### src/rtl/hdmi_infoframe_pkg.sv
// Shared definitions for the runtime-programmable HDMI InfoFrame source:
// type codes, payload limit, commit FSM states and the header checksum helper.
package hdmi_infoframe_pkg;

   localparam logic [6:0] IF_TYPE_AVI   = 7'd2;
   localparam logic [6:0] IF_TYPE_SPD   = 7'd3;
   localparam logic [6:0] IF_TYPE_AUDIO = 7'd4;

   localparam int MAX_PB = 27;

   typedef enum logic [1:0] {
      ST_IDLE,
      ST_SUM,
      ST_CHECK,
      ST_SWAP
   } if_state_e;

   // Mod-256 sum of the three header bytes; seeds the payload checksum.
   function automatic logic [7:0] header_sum(input logic [6:0] if_type,
                                             input logic [7:0] version,
                                             input logic [4:0] length);
      return {1'b1, if_type} + version + {3'b000, length};
   endfunction

endpackage

### src/rtl/infoframe_checksum.sv
// Byte accumulator for the InfoFrame checksum: clear loads a seed, add folds in
// one byte per cycle, and chk_o is the byte that brings the total to zero.
module infoframe_checksum (
   input  logic       clk_i,
   input  logic       reset_i,
   input  logic       clear_i,
   input  logic [7:0] init_i,
   input  logic       add_i,
   input  logic [7:0] byte_i,
   output logic [7:0] chk_o
);

   logic [7:0] acc_q, acc_d;

   always_comb begin
      acc_d = acc_q;
      if (clear_i)
         acc_d = init_i;
      else if (add_i)
         acc_d = acc_q + byte_i;
   end

   always_ff @(posedge clk_i) begin
      if (reset_i)
         acc_q <= 8'h00;
      else
         acc_q <= acc_d;
   end

   assign chk_o = 8'd0 - acc_q;

endmodule

### src/rtl/info_frame_builder.sv
// Programmable InfoFrame source: host fills a staging buffer, commit checksums it
// and swaps it into the active frame only while the packet assembler is idle.
module info_frame_builder
   import hdmi_infoframe_pkg::*;
#(
   parameter logic [6:0] TYPE    = IF_TYPE_AUDIO,
   parameter logic [7:0] VERSION = 8'd1,
   parameter logic [4:0] LENGTH  = 5'd10
) (
   input  logic              clk_pixel_i,
   input  logic              reset_i,
   input  logic              wr_en_i,
   input  logic [4:0]        wr_addr_i,
   input  logic [7:0]        wr_data_i,
   input  logic              commit_i,
   input  logic              sending_i,
   output logic              busy_o,
   output logic              err_o,
   output logic              updated_o,
   output logic              frame_valid_o,
   output logic [23:0]       header_o,
   output logic [3:0][55:0]  sub_o
);

   localparam logic [7:0] HDR_SUM   = header_sum(TYPE, VERSION, LENGTH);
   localparam logic [7:0] RESET_CHK = 8'd0 - HDR_SUM;
   localparam logic [MAX_PB:0][7:0] ACTIVE_RST = {{MAX_PB{8'h00}}, RESET_CHK};

   if_state_e               state_q, state_d;
   logic [MAX_PB:0][7:0]    stage_q, stage_d;
   logic [MAX_PB:0][7:0]    active_q, active_d;
   logic [4:0]              idx_q, idx_d;
   logic [7:0]              chk_q, chk_d;
   logic                    busy_q, busy_d;
   logic                    err_q, err_d;
   logic                    upd_q, upd_d;
   logic                    fvalid_q, fvalid_d;
   logic                    cs_clear, cs_add;
   logic [7:0]              cs_chk;
   logic                    wr_ok;

   infoframe_checksum u_checksum (
      .clk_i   (clk_pixel_i),
      .reset_i (reset_i),
      .clear_i (cs_clear),
      .init_i  (HDR_SUM),
      .add_i   (cs_add),
      .byte_i  (stage_q[idx_q]),
      .chk_o   (cs_chk)
   );

   assign wr_ok = wr_en_i && (wr_addr_i != 5'd0) && (wr_addr_i <= LENGTH);

   always_comb begin
      state_d  = state_q;
      stage_d  = stage_q;
      active_d = active_q;
      idx_d    = idx_q;
      chk_d    = chk_q;
      err_d    = 1'b0;
      upd_d    = 1'b0;
      fvalid_d = fvalid_q;
      cs_clear = 1'b0;
      cs_add   = 1'b0;

      case (state_q)
         ST_IDLE: begin
            // A same-cycle write lands before the sum starts reading staging.
            if (wr_ok)
               stage_d[wr_addr_i] = wr_data_i;
            else if (wr_en_i)
               err_d = 1'b1;
            if (commit_i) begin
               state_d  = ST_SUM;
               idx_d    = 5'd1;
               cs_clear = 1'b1;
            end
         end
         ST_SUM: begin
            cs_add = 1'b1;
            if (idx_q == LENGTH)
               state_d = ST_CHECK;
            else
               idx_d = idx_q + 5'd1;
         end
         ST_CHECK: begin
            chk_d   = cs_chk;
            state_d = ST_SWAP;
         end
         ST_SWAP: begin
            if (!sending_i) begin
               for (int k = 1; k <= MAX_PB; k++)
                  if (k <= int'(LENGTH))
                     active_d[5'(k)] = stage_q[5'(k)];
               active_d[0] = chk_q;
               upd_d       = 1'b1;
               fvalid_d    = 1'b1;
               state_d     = ST_IDLE;
            end
         end
         default: state_d = ST_IDLE;
      endcase

      if (state_q != ST_IDLE && (wr_en_i || commit_i))
         err_d = 1'b1;

      busy_d = (state_d != ST_IDLE);
   end

   always_ff @(posedge clk_pixel_i) begin
      if (reset_i) begin
         state_q  <= ST_IDLE;
         stage_q  <= '0;
         active_q <= ACTIVE_RST;
         idx_q    <= 5'd1;
         chk_q    <= 8'h00;
         busy_q   <= 1'b0;
         err_q    <= 1'b0;
         upd_q    <= 1'b0;
         fvalid_q <= 1'b0;
      end else begin
         state_q  <= state_d;
         stage_q  <= stage_d;
         active_q <= active_d;
         idx_q    <= idx_d;
         chk_q    <= chk_d;
         busy_q   <= busy_d;
         err_q    <= err_d;
         upd_q    <= upd_d;
         fvalid_q <= fvalid_d;
      end
   end

   assign busy_o        = busy_q;
   assign err_o         = err_q;
   assign updated_o     = upd_q;
   assign frame_valid_o = fvalid_q;
   assign header_o      = {3'b000, LENGTH, VERSION, 1'b1, TYPE};
   // PB bytes are stored little-endian, so the flat active array is already
   // {sub3, sub2, sub1, sub0} with PB[7i] in the low byte of sub[i].
   assign sub_o         = active_q;

endmodule

### config.mk
export PLATFORM = sky130hd
export DESIGN_NAME = info_frame_builder
export DESIGN_NICKNAME = d
export VERILOG_FILES = /design/src/rtl/hdmi_infoframe_pkg.sv /design/src/rtl/infoframe_checksum.sv /design/src/rtl/info_frame_builder.sv
export SDC_FILE = /design/constraint.sdc
export NUM_CORES = 1
export LEC_CHECK = 0
export BUFFER_PORTS_ARGS = -buffer_cell sky130_fd_sc_hd__clkbuf_2
export CAP_MARGIN = 20
export CORE_MARGIN = 2
export CORE_UTILIZATION = 60
export DETAILED_ROUTE_END_ITERATION = 6
export GPL_TIMING_DRIVEN = 0
export PLACE_DENSITY = 0.83
export SETUP_SLACK_MARGIN = 0.02
export SKIP_CTS_REPAIR_TIMING = 1
export SKIP_LAST_GASP = 1
export SYNTH_ARGS = -nofsm -noshare
export SYNTH_HDL_FRONTEND = slang
export SYNTH_SLANG_ARGS = --single-unit
### constraint.sdc
create_clock -name clk_pixel_i -period 10 [get_ports clk_pixel_i]
set_input_delay 2 -clock clk_pixel_i [delete_from_list [all_inputs] [get_ports clk_pixel_i]]
set_output_delay 2 -clock clk_pixel_i [all_outputs]
set_load 0.02 [all_outputs]
-- After elaboration in Yosys (flattened, before gate mapping)
Index checks and enable logic that the tools add are counted.
- logic and storage cells: 101
- input port bits: 18
- bits in read-only memories: 0
- memories: 0
- output and inout bits: 252
- register bits: 339
- memory bits (writable): 0
- bits in latches: 0
- muxes and demuxes: 22
- $add $sub $neg: 3
- magnitude comparators: 4
- equality and inequality tests: 6
- reductions and logical operators: 16
- bitwise operators: 2
- div/mod/pow operators: 0
- shifts and indexed selects: 0
- $mul: 0
- operators with widths (kind ; number):
    bitwise mux 224 bit ; 1
    binary-select mux 8 bit (select 5 bit) ; 1
    demux 8 bit (select 5 bit) ; 1
    2-to-1 mux 8 bit ; 4
    < comparator 5 x 6 -> 1 bit, second input constant ; 2
    2-to-1 mux 5 bit ; 2
    one-hot mux 5 bit (2 select lines) ; 1
    adder 8 bit ; 1
    2-to-1 mux 1 bit ; 8
    one-hot mux 2 bit (4 select lines) ; 1
    nonzero test 2 bit ; 4
    subtractor 1 x 8 -> 8 bit, first input constant ; 1
    2-to-1 mux 2 bit ; 3
    adder 5 x 1 -> 5 bit, second input constant ; 1
    equality test 5 x 4 -> 1 bit, second input constant ; 1
    greater-or-equal comparator 5 x 1 -> 1 bit, second input constant ; 1
    <= comparator 5 x 4 -> 1 bit, second input constant ; 1
    nonzero test 5 bit ; 1
    equality test 2 bit, second input constant ; 2
    logical AND 1 bit ; 4
    != test 2 bit, second input constant ; 2
    AND reduction 2 bit ; 2
    OR reduction 2 bit ; 2
    AND reduction 3 bit ; 1
    other kinds (4) ; 5

-- Longest topological paths before layout
Gate-level depths: netlist (run 1).
- depth in word-level cells: 6
- depth in mapped cells: 16
- gate-level depth less buffers: 12

-- Hierarchy
Synthesis (run 1) repeated with hierarchy kept, for this count alone.
- cell total of the unflattened synthesis: 1479
- area total of the unflattened synthesis: 14496.4 sq um
- by module, submodules not included (module ; times used ; area an instance (sq um) ; sequential area each (sq um) ; cells an instance):
    info_frame_builder ; 1 ; 13624.3 ; 6626.4 ; 1372
    infoframe_checksum ; 1 ; 872.1 ; 160.2 ; 107

-- Least setup slack after synthesis (run 1)
No wires, ideal clock.
- kind: reg2reg
- start: reg idx_q[1]
- end: reg u_checksum.acc_q[7]
- setup time: 88 ps
- buffers on the path: 4
- path slack: 6235 ps
- arrival time: 3677 ps
- cell stages (with the launch flop): 16
- required time: 9912 ps
- period minus slack after synthesis: 3765 ps
- cells stage by stage: dfxtp_1 buf_2 buf_4 buf_4 clkbuf_1 mux4_2 mux2i_1 o22ai_1 mux2_2 ha_1 a21oi_1 o21ai_1 a2111oi_1 nor3_1 mux2_2 nor4_2
- word-level cells in the longest chain between the ends: 5
- ends and longest elaborated chain (item ; RTL line ; source):
    start, declared ; info_frame_builder.sv:32 ; logic [4:0] idx_q, idx_d;
    start signal, assigned ; info_frame_builder.sv:125 ; idx_q <= idx_d;
    binary-select mux 8 bit (select 5 bit) ; info_frame_builder.sv:48 ; .byte_i (stage_q[idx_q]),
    2-to-1 mux 8 bit (not written as such) ; info_frame_builder.sv:48 ;
    adder 8 bit ; infoframe_checksum.sv:20 ; acc_d = acc_q + byte_i;
    2-to-1 mux 8 bit ; infoframe_checksum.sv:19 ; else if (add_i)
    2-to-1 mux 8 bit ; infoframe_checksum.sv:17 ; if (clear_i)
    end signal, assigned ; infoframe_checksum.sv:25 ; acc_q <= 8'h00;
    end signal, assigned ; infoframe_checksum.sv:27 ; acc_q <= acc_d;
    end, declared ; infoframe_checksum.sv:13 ; logic [7:0] acc_q, acc_d;
Every way passes these cells. The select of a mux whose other input is x is not followed.
A chain may end at the register's enable or synchronous reset.

-- Worst setup path in the final report (run 1)
Ends and elaborated chain as after synthesis.

==> results of run 1 <==
[report_power, final]
group / switching [mW] / internal (mW)
sequential: 0.00674 / 1.36
clock: 0.500 / 0.666
combinational: 0.149 / 0.0804
total: 0.656 / 2.10
[cell usage in the layout (no fill, tap or decap), types with 4 or more instances in the layout]
master | Yosys | final
clkbuf_1 | 76 | 85
nand2_1 | 281 | 281
mux2_2 | 9 | 9
nand3b_1 | 7 | 7
o21ai_0 | 4 | 4
ha_1 | 10 | 10
nor3_1 | 10 | 10
mux2i_1 | 28 | 28
clkbuf_8 | 0 | 6
nand2b_1 | 4 | 4
clkbuf_16 | 0 | 31
dfxtp_1 | 339 | 339
o22ai_1 | 7 | 7
nor2_1 | 36 | 36
buf_2 | 14 | 14
nor2b_1 | 147 | 147
inv_1 | 15 | 15
a21oi_1 | 169 | 169
clkbuf_2 | 0 | 100
xor2_1 | 7 | 7
conb_1 | 2 | 160
nand3_1 | 66 | 66
xnor2_1 | 7 | 7
buf_4 | 165 | 165
mux4_2 | 59 | 59
clkinv_2 | 0 | 8
[how the worst max path moves through the flow]
stage / slack [ns] / cells after the start / endpoint / start
floorplan: 6.24 / 15 / u_checksum.acc_q[7] / idx_q[1]
global placement: 5.53 / 15 / u_checksum.acc_q[7] / idx_q[1]
detailed placement: 5.38 / 15 / u_checksum.acc_q[7] / idx_q[1]
CTS: 5.34 / 15 / u_checksum.acc_q[7] / idx_q[1]
global route: 5.02 / 15 / u_checksum.acc_q[7] / idx_q[1]
finish: 5.29 / 15 / u_checksum.acc_q[7] / idx_q[1]
[logic make-up after synthesis]
kind of cell / after synthesis / synth area share, %
other cells: 2 / 0.0526
fa+ha+maj: 11 / 1.02
compound gates: 194 / 7.10
buf+inv: 275 / 11.9
flops: 339 / 47.6
simple gates: 568 / 19.0
xor+xnor: 14 / 0.859
mux: 100 / 12.5
[routing by layer]
| metal | share of wire, % | track usage, % |
|---|---|---|
| met3 | 9.3 | 4.95 |
| met5 | 0 | 0 |
| met4 | 3.0 | 9.91 |
| met1 | 41 | 36.7 |
| met2 | 47 | 45.4 |
[layout make-up]
| cell class | count | share of cell area (%) |
|---|---|---|
| multi-input cells | 1047 | 38.1 |
| clock buffers | 46 | 5.32 |
| clock inverters | 11 | 0.649 |
| well taps | 319 | 2.38 |
| plain buffers | 260 | 9.76 |
| repair buffers | 100 | 2.99 |
| flip-flops and latches | 339 | 40.5 |
| inverters | 15 | 0.336 |
[registers in the layout, summed over array words and instances, names as in the netlist]
name,count
sub_o,88
idx_q,5
updated_o,1
state_q,2
stage_q,224
busy_o,1
frame_valid_o,1
chk_q,8
err_o,1
u_checksum.acc_q,8
[metrics by stage]
step / hold WS [ns] / cell area [um^2] / setup slack, ns / total power, mW
after global routing: 0.470 / 16800 / 5.02 / 2.84
final: 0.453 / 16800 / 5.29 / 2.76
after global placement: 0.441 / 15800 / 5.53 / 1.61
after floorplan: 0.429 / 14900 / 6.24 / 1.58
after detailed placement: 0.446 / 15800 / 5.38 / 1.62
after CTS: 0.455 / 16800 / 5.34 / 2.76
[worst max-delay path: stages, from the launching register on]
cell       delay, ns
dfxtp_1         0.38
buf_2           0.23
buf_4           0.22
buf_4           0.23
clkbuf_1        0.52
mux4_2          0.44
mux2i_1         0.18
o22ai_1         0.11
mux2_2          0.32
ha_1            0.28
a21oi_1         0.19
o21ai_1         0.12
a2111oi_1       0.71
nor3_1          0.15
mux2_2          0.31
nor4_2          0.22
==> results.md, run 1 <==
- Top achievable clock speed: 0.212 GHz
- Aggregate global-route resource usage: 27.6%
- Clk_skew: 0.0224 ns
- Layout overhead on the synthesized area: 17.5%
- Worst r2r src: idx_q[1]
- Maximum number of pins on one net before global-route repair: 16
- Unrepaired setup endpoints after global routing: no
- Placement row count: 56
- Final period demand of the worst path: 4.71 ns
- Max-cap check violation count: 0
- Category of the critical setup timing path: reg -> reg
- Peak supply drop: 0.122 mV
- Iteration-0 DRC Markers: 977
- Hold path cells: 2
- Layout cell share with drive strength beyond 1: 22.3%
- Dominant register cell in the synthesized netlist: dfxtp_1
- FF+latch count, synth: 339
- Max Fanout on Critical Path: 10
- Post-detailed-route DRC marker count: 0
- Total half-perimeter wirelength after legalization and detailed placement: 26000 um
- Average routed wire per standard cell: 16.7 um
- Post-Syn Area: 0.0143 mm^2
- Worst Tran Pin Value: 0.835 ns
- Endpoints failing hold: 0
- Arrival time of data at the critical path endpoint: 5.18 ns
- Leading area contributor after synthesis: dfxtp_1
- Most repeated cell in the gate-level netlist after synthesis: dfxtp_1
- Antenna violations before repair: 0
- Overall die height: 158 um
- Number of inserted filler cells in the final layout: 1757
- Final #Nets: 1823
- Syn avg cell area: 9.49 um^2
- Antenna cells: 0
- Final routed wirelength across all metal layers: 35700 um
- Part of the cycle the worst path needs: 47.1%
- Die span in x: 158 um
- CTS sink count: 339
- Number of global-route vias before repair: 10300
- Synth Instances: 1503
- Initial Util: 61.0%
- R2r setup slk: 5.29 ns
- Ranking of synthesized cells by area: dfxtp_1 (48%), mux4_2 (9.3%), buf_4 (8.7%), nand2_1 (7.4%), nor2b_1 (6.4%)
- Area of the multi-input gates: 0.00638 mm^2
- Depth of the CTS H-tree: 1
- Sequential Area: 0.00679 mm^2
- Final number of max-transition violations: 0
- Proportion of synthesized chip area in sequential cells: 47.6%
- Source-to-sink clock delay at the later pin of the worst-skew pair: 0.57 ns
- Core utilization of the finished layout: 71.6%
- Area of the die: 0.0250 mm^2
- Slew HR: 44.4%
- Count of synthesis-stage warnings from yosys: 0
- Top-level port count: 270
- Cell variety after synth: 49
- Result of the run: complete, no violations
- IO buf count: 100
- Share of async-settable or async-resettable flops after synthesis: 0%
- Vias after detailed routing: 11200
- Worst reg2reg path endpoint: u_checksum.acc_q[7]
- Root Buffer Master: clkbuf_16
- Top cells by count, synth: dfxtp_1 (339), nand2_1 (281), a21oi_1 (169)
- Clock slew seen by the registers of the worst setup and hold paths: 0.06 ns
- Leakage Power: 6.89 nW
- Crit path launch type: register
- Post-route antenna net violation count: 0
- Worst hold start: sub_o[10]
- Required time of the critical path: 10.47 ns
- CTS tree: yes
- Post-route insts no fill: 2137
- Maximum buffer depth of the clock tree: 3
- Power Density: 165 mW/mm^2
- Core Footprint: 0.0234 mm^2
- HP Class: reg -> reg
- Hold EP: sub_o[10]
- Post-DR vias/cell: 5.24
- Number of detailed-routing iterations run before antenna repair: 5
- Kind of end point of the critical path: register
- First-pass GRT wire length: 53900 um
- Cells after DPL: 2080
- Inserted Clock Buffers: 31
- Post-synth EDFFs: 0
- Share of Yosys cell area claimed by the top area cell type: 47.6%
- Remaining global-route overflow: 0
- Final weighted congestion in routability-driven placement: 0.922
- Final-layout setup total negative slack: 0 ns
- Final setup violation count: 0
- Number of cells on the worst reg-to-reg path: 15
No activity file was read; power rests on OpenSTA's default activity.
==> run 2, diff against run 1 <==
- CORE_UTILIZATION: 60 -> 56
- PLACE_DENSITY: 0.83 -> 0.78
- clock period: 10 -> 4.9 ns (I/O delays scaled with it)
==> run 2 against run 1 <==
  * Global-route usage fell by 1.7 points
  * Non-clock buffer count did not move
  * Count of clock-buffer cells in the layout rose by 3
  * Combinational power rose by 100%
  * Clock power rose by 140%
  * Cell area rose by 1.4%
  * Critical path type unchanged
==> results.md, run 2 (synthesis results as in run 1) <==
- Final Cell Area: 0.0170 mm^2
- Post-route insts no fill: 2153
- Maximum number of pins on one net before global-route repair: 15
- Required time of the critical path: 5.32 ns
- Iteration-0 DRC Markers: 882
- IO buf count: 100
- Average routed wire per standard cell: 16.5 um
- Area after detailed placement: 0.0158 mm^2
- Die span in x: 164 um
- Post-detailed-route DRC marker count: 0
- Endpoints failing hold: 0
- Result of the run: complete, no violations
- Core utilization of the finished layout: 67.7%
- CTS tree: yes
- Number of global-route vias before repair: 9995
- Part of the cycle the worst path needs: 92.5%
- CTS sink count: 339
- Flip-flop count of the largest register after layout: 224
- Final setup violation count: 0
- Final number of max-transition violations: 0
- Clock network fraction of design power: 46.2%
- Combinational cell fraction of total power: 7.7%
- HP Class: reg -> reg
- Source-to-sink clock delay at the later pin of the worst-skew pair: 0.51 ns
- Worst Tran Pin Value: 0.995 ns
- Wire length on met3: 3670 um
- Kind of end point of the critical path: register
- Final-layout setup total negative slack: 0 ns
- Category of the critical setup timing path: reg -> reg
- Number of detailed-routing iterations run before antenna repair: 5
- Final #Nets: 1827
- Most common cell after layout, fill and taps aside: dfxtp_1
- R2r setup slk: 0.37 ns
- Depth of the CTS H-tree: 2
- Net load switching power: 1.39 mW
- Worst hold start: chk_q[6]
- Worst r2r src: idx_q[1]
- Antenna violations before repair: 0
- Setup slack of the critical path after layout: 0.366 ns
- Crit path launch type: register
- Hold path cells: 2
- Final weighted congestion in routability-driven placement: 0.913
- Unrepaired setup endpoints after global routing: no
- Largest register by flop count: stage_q
- Number of cells on the worst reg-to-reg path: 15
- Most used cells in the layout excluding fill and tap cells: dfxtp_1 (339), nand2_1 (281), a21oi_1 (169)
- Antenna cells: 0
- Switching share of power: 23.0%
- Initial Util: 56.8%
- Pre-CTS setup slack: 0.266 ns
- Remaining global-route overflow: 0
- Detailed-route wire length on metal 1: 14400 um
- Total half-perimeter wirelength after legalization and detailed placement: 26000 um
- Leakage Power: 7.00 nW
- First-pass GRT wire length: 54000 um
- Clock slew seen by the registers of the worst setup and hold paths: 0.06 ns
- Core Footprint: 0.0251 mm^2
- Clk_skew: 0.0202 ns
- Overall die height: 164 um
- Cells after DPL: 2091
- Area of the die: 0.0268 mm^2
- Max-cap check violation count: 0
- Final period demand of the worst path: 4.53 ns
- Inserted Clock Buffers: 35
- Placement row count: 58
- Fraction of power consumed by sequential logic: 46.1%
- Uppermost layer routed: met4
- Met2 WL post-DR: 16300 um
- Worst reg2reg path endpoint: u_checksum.acc_q[7]
- Maximum buffer depth of the clock tree: 3
- Post-route antenna net violation count: 0
- Top-level port count: 270
- Post-DR vias/cell: 5.17
- Total internal power: 4.65 mW
- Max Fanout on Critical Path: 10
- Aggregate global-route resource usage: 25.9%
- Root Buffer Master: clkbuf_16
- Slew HR: 33.7%
- Number of inserted filler cells in the final layout: 1967
- Layout cell share with drive strength beyond 1: 22.8%
- Hold EP: chk_q[6]
- Arrival time of data at the critical path endpoint: 4.95 ns
- Power Density: 355 mW/mm^2
- Vias after detailed routing: 11100
- Layout overhead on the synthesized area: 19.1%
- Final routed wirelength across all metal layers: 35500 um
- Top achievable clock speed: 0.221 GHz
- Peak supply drop: 0.235 mV
-- run 2: layout make-up --
cell class / count / area [um^2] / area share (%)
clock buffers: 49 / 1020 / 5.99
clock inverters: 13 / 198 / 1.16
inverters: 15 / 56.3 / 0.331
repair buffers: 100 / 500 / 2.94
multi-input cells: 1047 / 6390 / 37.6
well taps: 330 / 413 / 2.43
flip-flops and latches: 339 / 6790 / 39.9
plain buffers: 260 / 1640 / 9.62
-- run 2: metal layers --
layer | track usage, % | vias up
met3 | 5.38 | 76
met2 | 41.1 | 547
li1 | - | 5292
met4 | 8.61 | 0
met5 | 0 | -
met1 | 35.4 | 5210
-- run 2: worst max path at each step --
stage / start / to / slack (ns) / cells after the start
finish: idx_q[1] / u_checksum.acc_q[7] / 0.37 / 15
floorplan: idx_q[1] / u_checksum.acc_q[7] / 1.14 / 15
CTS: idx_q[1] / u_checksum.acc_q[7] / 0.19 / 15
global route: idx_q[1] / u_checksum.acc_q[7] / 0.19 / 15
global placement: idx_q[1] / u_checksum.acc_q[7] / 0.40 / 15
detailed placement: idx_q[1] / u_checksum.acc_q[7] / 0.27 / 15
-- run 2: power groups by stage --
stage / Combinational, mW / Clock, mW / Sequential, mW
2_1_floorplan: 0.379 / 0 / 2.84
4_1_cts: 0.456 / 2.81 / 2.78
6_report: 0.467 / 2.79 / 2.78
3_5_place_dp: 0.455 / 0 / 2.84
5_1_grt: 0.501 / 2.92 / 2.78
3_3_place_gp: 0.451 / 0 / 2.84
-- run 2: critical path: stages, from the launching register on --
cell,delay (ns)
dfxtp_1,0.39
buf_2,0.24
buf_4,0.23
buf_4,0.24
clkbuf_1,0.51
mux4_2,0.43
mux2i_1,0.21
o22ai_1,0.12
mux2_2,0.32
ha_1,0.28
a21oi_1,0.22
o21ai_1,0.15
a2111oi_2,0.46
nor3_1,0.12
mux2_2,0.29
nor4_2,0.22
-- run 2: stage by stage --
step	power [mW]	hold WS, ns
floorplan	3.22	0.429
global placement	3.29	0.443
detailed placement	3.30	0.446
CTS	6.05	0.455
global route	6.20	0.469
finish	6.04	0.449
